===== config.mk =====
export PLATFORM = sky130hd
export DESIGN_NAME = keypad_scanner
export DESIGN_NICKNAME = d
export VERILOG_FILES = /design/src/rtl/keypad_scanner.sv
export SDC_FILE = /design/constraint.sdc
export NUM_CORES = 1
export LEC_CHECK = 0
export CAP_MARGIN = 20
export CORE_ASPECT_RATIO = 1.5
export CORE_MARGIN = 2
export CORE_UTILIZATION = 50
export DETAILED_ROUTE_END_ITERATION = 12
export PLACE_DENSITY = 0.84
export SYNTH_ARGS = -nofsm -noshare
export SYNTH_HDL_FRONTEND = slang
export SYNTH_SLANG_ARGS = --single-unit

===== constraint.sdc =====
create_clock -name Clock -period 1.8 [get_ports Clock]
set_clock_uncertainty 0.05 [all_clocks]
set_input_delay 0.36 -clock Clock [delete_from_list [all_inputs] [get_ports Clock]]
set_output_delay 0.36 -clock Clock [all_outputs]
set_load 0.01 [all_outputs]

===== src/rtl/keypad_scanner.sv =====
// ROWS x COLS matrix keypad scanner: row sync, column scan, debounce, key-index encode.
// Defining KEY_REPEAT_EN adds auto-repeat of KeyValid while a key stays held.
module keypad_scanner #(
    parameter int ROWS          = 4,
    parameter int COLS          = 4,
    parameter int CODE_W        = 4,
    parameter int DEBOUNCE      = 8,
    parameter int SCAN_DIV      = 4,
    parameter int REPEAT_DELAY  = 500000,
    parameter int REPEAT_PERIOD = 100000
) (
    input  logic              Clock,
    input  logic              Reset,
    input  logic [ROWS-1:0]   Sense,
    output logic [COLS-1:0]   Drive,
    output logic              press,
    output logic              KeyValid,
    output logic [CODE_W-1:0] CodeOut,
    output logic              Multi
);
    localparam int COL_W = (COLS > 1) ? $clog2(COLS) : 1;
    localparam int ROW_W = (ROWS > 1) ? $clog2(ROWS) : 1;
    localparam int CNT_W = $clog2(DEBOUNCE + 1);
    localparam int DIV_W = $clog2(SCAN_DIV + 1);

    localparam logic [2:0] S_IDLE     = 3'd0;
    localparam logic [2:0] S_SCAN     = 3'd1;
    localparam logic [2:0] S_DEBOUNCE = 3'd2;
    localparam logic [2:0] S_HELD     = 3'd3;
    localparam logic [2:0] S_RELEASE  = 3'd4;

    // Counting to DEBOUNCE-2 here means the evaluating cycle plus this run span DEBOUNCE stable cycles
    localparam logic [CNT_W-1:0] CNT_LAST = CNT_W'(DEBOUNCE - 2);
    localparam logic [DIV_W-1:0] DIV_LAST = DIV_W'(SCAN_DIV - 1);
    localparam logic [COL_W-1:0] COL_LAST = COL_W'(COLS - 1);
    localparam logic [COLS-1:0]  COL_ONE  = COLS'(1);

    if (DEBOUNCE < 2 || SCAN_DIV < 3 || CODE_W < $clog2(ROWS * COLS) ||
        REPEAT_DELAY < 2 || REPEAT_PERIOD < 2) begin : g_bad_params
        $error("keypad_scanner: parameter out of range");
    end

    logic [2:0]        state;
    logic [COL_W-1:0]  col;
    logic [DIV_W-1:0]  div;
    logic [CNT_W-1:0]  cnt;
    logic [ROWS-1:0]   sync1, s, pat, pat_low;
    logic [ROW_W-1:0]  low_row;
    logic [CODE_W-1:0] code_next;
    logic              multi_hit, rep_fire;

    always_ff @(posedge Clock or posedge Reset) begin
        if (Reset) begin
            sync1 <= '1;
            s     <= '1;
        end else begin
            sync1 <= Sense;
            s     <= sync1;
        end
    end

    assign pat_low   = ~pat;
    assign multi_hit = (pat_low & (pat_low - ROWS'(1))) != '0;

    always_comb begin
        low_row = '0;
        for (int i = ROWS - 1; i >= 0; i--)
            if (!pat[i]) low_row = ROW_W'(i);
    end

    assign code_next = CODE_W'(int'(low_row) * COLS + int'(col));
    assign Drive     = (state == S_IDLE) ? '0 : ~(COL_ONE << col);

    always_ff @(posedge Clock or posedge Reset) begin
        if (Reset) begin
            state    <= S_IDLE;
            col      <= '0;
            div      <= '0;
            cnt      <= '0;
            pat      <= '1;
            press    <= 1'b0;
            KeyValid <= 1'b0;
            CodeOut  <= '0;
            Multi    <= 1'b0;
        end else begin
            KeyValid <= 1'b0;
            case (state)
                S_IDLE: begin
                    if (s != '1) begin
                        state <= S_SCAN;
                        col   <= '0;
                        div   <= '0;
                    end
                end
                S_SCAN: begin
                    if (div != DIV_LAST) begin
                        div <= div + DIV_W'(1);
                    end else begin
                        div <= '0;
                        if (s != '1) begin
                            pat   <= s;
                            cnt   <= '0;
                            state <= S_DEBOUNCE;
                        end else if (col == COL_LAST) begin
                            state <= S_IDLE;
                        end else begin
                            col <= col + COL_W'(1);
                        end
                    end
                end
                S_DEBOUNCE: begin
                    if (s == pat) begin
                        if (cnt == CNT_LAST) begin
                            state    <= S_HELD;
                            cnt      <= '0;
                            press    <= 1'b1;
                            KeyValid <= 1'b1;
                            CodeOut  <= code_next;
                            Multi    <= multi_hit;
                        end else begin
                            cnt <= cnt + CNT_W'(1);
                        end
                    end else begin
                        state <= S_SCAN;
                        col   <= '0;
                        div   <= '0;
                        cnt   <= '0;
                    end
                end
                S_HELD: begin
                    if (s != pat) begin
                        state <= S_RELEASE;
                        cnt   <= '0;
                    end else if (rep_fire) begin
                        KeyValid <= 1'b1;
                    end
                end
                S_RELEASE: begin
                    if (s == '1) begin
                        if (cnt == CNT_LAST) begin
                            state <= S_IDLE;
                            cnt   <= '0;
                            press <= 1'b0;
                            Multi <= 1'b0;
                        end else begin
                            cnt <= cnt + CNT_W'(1);
                        end
                    end else if (s == pat) begin
                        // Bounce back to the same key: resume holding without a new strobe
                        state <= S_HELD;
                        cnt   <= '0;
                    end else begin
                        cnt <= '0;
                    end
                end
                default: state <= S_IDLE;
            endcase
        end
    end

`ifdef KEY_REPEAT_EN
    localparam int REP_MAX = (REPEAT_DELAY > REPEAT_PERIOD) ? REPEAT_DELAY : REPEAT_PERIOD;
    localparam int REP_W   = $clog2(REP_MAX + 1);

    logic [REP_W-1:0] rep_cnt;
    logic             rep_armed;

    // First repeat after REPEAT_DELAY, later ones every REPEAT_PERIOD; restarts on any HELD entry
    assign rep_fire = (state == S_HELD) && (s == pat) &&
                      (rep_armed ? (rep_cnt == REP_W'(REPEAT_PERIOD - 1))
                                 : (rep_cnt == REP_W'(REPEAT_DELAY - 1)));

    always_ff @(posedge Clock or posedge Reset) begin
        if (Reset) begin
            rep_cnt   <= '0;
            rep_armed <= 1'b0;
        end else if (state != S_HELD || s != pat) begin
            rep_cnt   <= '0;
            rep_armed <= 1'b0;
        end else if (rep_fire) begin
            rep_cnt   <= '0;
            rep_armed <= 1'b1;
        end else begin
            rep_cnt <= rep_cnt + REP_W'(1);
        end
    end
`else
    assign rep_fire = 1'b0;
`endif

endmodule


Yosys cells after proc, flatten, opt, wreduce, memory -nomap -nowiden --
Index checks and enable logic that the tools add are counted. Widths: inputs -> output; s select.
Storage, ports and cells: register bits 31, input bits 6, output and inout bits 11, word-level logic and storage cells 103
Cells by class: $add $sub $neg 5, eq/ne operators 26, shift operators 1, mux-type cells 44, bitwise gates (word level) 4, reduce and logical (&&, ||, !) cells 12
Operator list (number):
- $mux 3 | 13
- $mux 4 | 7
- $ne 2x2->1 const B | 10
- $mux 2 | 9
- $pmux 4 s4 | 1
- $pmux 3 s5 | 1
- $ne 3x3->1 const B | 4
- $mux 1 | 9
- $pmux 3 s3 | 1
- $reduce_and 3->1 | 3
- $not 4->4 | 2
- $reduce_bool 4->1 | 2
- $reduce_and 7->1 | 1
- $eq 3x2->1 const B | 2
- $pmux 2 s3 | 1
- $reduce_and 6->1 | 1
- $reduce_and 5->1 | 1
- $add 4x1->4 const B | 1
- $add 4x2->4 | 1
- $and 4x4->4 | 1
- $eq 4x3->1 const B | 1
- $eq 4x4->1 | 1
- $eq 4x4->1 const B | 1
- $ne 4x4->1 | 1
- 16 further kinds | 17

Depth between registers and ports, before layout --
depth in word-level cells 7, gate-level depth with buffers 7, mapped depth without buffers 7

Least setup slack after synthesis --
Ideal clock, no wire load.
path kind reg-to-reg, start point register pat[1], end point register state[1], library setup time 0.125 ns, data arrival time 1.779 ns, data required time 1.625 ns, path slack -0.154 ns, cell stages (with the launch flop) 6, path buffers 0, clock period less this slack 1.954 ns, cell sequence dfstp_2 xor2_1 nor4_4 o22ai_2 a211oi_4 mux2_4
On the way: cells in the longest elaborated chain, start to end 3, elaborated cells between the ends (all ways) 8, those cells by class 5 x eq/ne; 2 x mux; 1 x reduce/logical
RTL lines:
- start: declaration | RTL line 47 | logic [ROWS-1:0] sync1, s, pat, pat_low;
- start signal: assignment | RTL line 101 | pat <= s;
- $eq 4x4->1 or $ne 4x4->1 (tied branches) | RTL line 112, 148, 131
- $ne 3x3->1 (no source line) (tied with other cells)
- $reduce_and 7->1 (no source line) or $pmux 3 s5 (tied branches)
- end signal: assignment | RTL line 114 | state <= S_HELD;
- end signal: assignment | RTL line 150 | state <= S_HELD;
- end signal: assignment | RTL line 156 | default: state <= S_IDLE;
- end: declaration | RTL line 43 | logic [2:0] state;
Several ways; a longest one is shown, not always the timed one. A chain may end at the register's enable or synchronous reset.

Worst setup path after layout --
start point register s[3], end point register state[1]
On the way: cells in the longest elaborated chain, start to end 4, elaborated cells between the ends (all ways) 16, those cells by class 10 x eq/ne; 5 x mux; 1 x reduce/logical
RTL lines:
- start: declaration | RTL line 47
- start signal: assignment | RTL line 58 | s <= sync1;
- $ne 4x4->1 | RTL line 89, 100
- $mux 3 | RTL line 100 | if (s != '1) begin
- $mux 3 | RTL line 96 | if (div != DIV_LAST) begin
- $pmux 3 s5 | RTL line 87 | case (state)
- end signal: assignment | RTL line 90 | state <= S_SCAN;
- end signal: assignment | RTL line 103 | state <= S_DEBOUNCE;
- end signal: assignment | RTL line 105 | state <= S_IDLE;
Several ways; a longest one is shown, not always the timed one. The select of a mux whose other input is x is not followed.

==> metrics <==
run status complete, but fails checks; violated checks negative setup slack; CP Class flip-flop to flip-flop; CP cell instances xor2_2, nor4_4, buf_4, a22o_4, a211oi_4, mux2_4; slowest CP cell dfstp_2; worst min path class flip-flop to flip-flop; Crit path max-delay family flip-flops; Tcrit/Tclk final 109.6%; hold path endpoint s[1]; RR Startpoint s[3]; WP data arrival ~2.1 ns; worst hold start sync1[1]; storage element area ~800 um2; ant diodes 0; IO Count 17; Hold Crit Depth 0; vias in the first global route 1372; Worst-Margin Slew about 0.38 ns; die width approximately 50 um; die area 3603 um2; r2r setup slk -0.17 ns; Overflow after GRT 0; max incr delay on CP around 0.58 ns; reg2reg end state[1]; Peak VDD IR around 1000 uV; Finished Core Util between 70% and 80%; via count 1325; Clock Latency Late Sink roughly 0.28 ns; port bufs 16; first-pass GRT wire length around 6000 um; Total Wirelength around 3700 um; Worst Path Buf+Inv 1; mapped cell area 1565 um2; Yosys reg bits 31; Placement Cell Area just under 2000 um2; FFs w/ async S/R, synth between 90% and 100%; Root Driver clkbuf_8; Core Area about 2900 um2; via/cell ratio 5.638; Placed Cells incl. Taps between 200 and 250; Antenna Violating Nets Remaining 0; post-route cell area around 2200 um2; Num CTS Buffers 5; drt wl/cell roughly 16 um; crit path time final 1.973 ns; CTS HTree Levels 2; CTS sink cnt 31; Main synth FF type dfrtp_1; number of synthesized flops with an enable pin 0; sequential-to-total area share from yosys stat between 50% and 60%; Initial DRC Count 32; Max Cap Violations 0; post-synthesis cell count ~150; drt drc 0; initial antenna violation count 0; Non-Filler Instances 235; cell taking the most area after synthesis dfrtp_1; Syn-to-layout area delta 38.29%; Max FO, Critical Path 5; # rows 24; Distinct cells, synth 38; fmax between 500 and 600 MHz; Power, Total between 3 and 4 mW; CP endpoint kind flip-flop; CTS tree done; PD cells 1476 nW/um2; drt pass-1 iters 4; Multi-input gate area just over 800 um2; final hold vios 0; # setup viols final 7; Worst EP required 1.92 ns; final number of max-transition violations 0; most common cell after layout, fill and taps aside buf_4; most frequent cells in the layout buf_4, dfrtp_1, nand2_1; Total Routing Usage GR roughly 22%; CTS Buffer Depth 2; depth of the most critical reg-to-reg path 6; kind of start point of the critical path flip-flop; Sum Neg Setup Slack -0.6068 ns; detailed placement HPWL roughly 2500 um; fill count between 200 and 250; final worst setup slack -0.1735 ns; Rel. slew slack between 70 and 80%; unrepaired setup endpoints after global routing true; Initial Util between 50% and 60%; Synth top area share 30.38%; gpl congestion a little over 0.9; Final nets approximately 210; layout cell share with drive strength beyond 1 39.80%; cts hold-fix bufs 0; Die Y 72.53 um; synthesized net count approximately 160; largest net degree at the start of global routing 32; LEAKAGE around 1.0 nW; synth top area cells dfrtp_1, dfstp_2, ha_1; Ys Warns 0; clock-pin slew on the worst setup and hold paths approximately 0.060 ns; Syn Area/Cell approximately 11 um2
==> power by group <==
| part | internal, mW | switching, mW |
|---|---|---|
| combinational | 0.756 | 0.822 |
| clock | 0.391 | 0.251 |
| sequential | 0.860 | 0.114 |
| total | 2.01 | 1.19 |
==> worst max-delay path by stage <==
stage / start / endpoint / slack, ns / cells past startpoint
after floorplan: pat[1] / state[1] / -0.15 / 5
after global placement: s[1] / Multi / -0.13 / 5
after detailed placement: s[1] / Multi / -0.19 / 5
after CTS: s[3] / state[0] / -0.16 / 7
after global routing: s[3] / state[0] / -0.23 / 7
final: s[3] / state[1] / -0.17 / 6
==> metal layers <==
layer  GRT usage, %  share of wire (%)  vias to the layer above
met5              0                  0                        -
met4          13.27                4.7                        0
met3          6.173                4.3                       17
met2          40.44                 55                       48
met1          21.48                 36                      646
li1               -                  -                      614
==> what timing repair did <==
action                                  in CTS  in global routing
endpoints found under the hold margin        0                  0
setup buffers                                4                  2
pin swaps                                    5                  7
gates resized for setup                     14                 14
endpoints found under the setup margin      18                 24
gates cloned                                 0                  1
==> cell families (layout without fill, tap and decap cells) <==
kind of cell	after synthesis	count (layout)	share of synthesized area, %
buffers and inverters	13	62	3.198
flip-flops	31	31	50.52
XOR/XNOR	4	4	2.238
multiplexers	10	10	7.274
AND/OR/NAND/NOR	51	52	16.63
adder cells (fa/ha/maj)	8	8	6.235
AO/OA/AOI/OAI	29	29	13.91
==> flip-flops by register name, indices dropped and copies added (netlist names) <==
name	cells
CodeOut	4
KeyValid	1
Multi	1
cnt	4
col	2
div	3
pat	4
press	1
s	4
state	3
sync1	4
==> worst register-to-register path: stages (launching register included) <==
cell and delay (ns):
dfstp_2 0.58, xor2_2 0.18, nor4_4 0.07, buf_4 0.16, a22o_4 0.26, a211oi_4 0.25
mux2_4 0.32
==> stage by stage <==
| stage | hold WS [ns] | setup slack (ns) |
|---|---|---|
| floorplan | 0.2952 | -0.1529 |
| global placement | 0.2966 | -0.1301 |
| detailed placement | 0.3004 | -0.1919 |
| CTS | 0.3099 | -0.1590 |
| global route | 0.3112 | -0.2321 |
| finish | 0.3080 | -0.1735 |
==> Yosys cell counts, types with 2 or more instances <==
library cell  number
nand3_1            6
inv_1             10
nand4_1            2
nor2_1            13
a31oi_1            5
ha_1               7
dfrtp_1           19
mux2_2             7
mux2i_1            2
nor3_1             3
o211ai_1           2
dfstp_2           12
clkbuf_1           2
a21oi_1            3
o21ai_0            9
nand2_1           18
xor2_1             4
a22o_1             2
==> layout make-up <==
class | count | share of cell area, %
repair buffers | 44 | 16.53
inverters | 10 | 1.734
clock inverters | 1 | 0.2312
well taps | 39 | 2.254
clock buffers | 7 | 4.971
flip-flops and latches | 31 | 36.59
multi-input cells | 103 | 37.69
(Power assumes the default switching activity.)
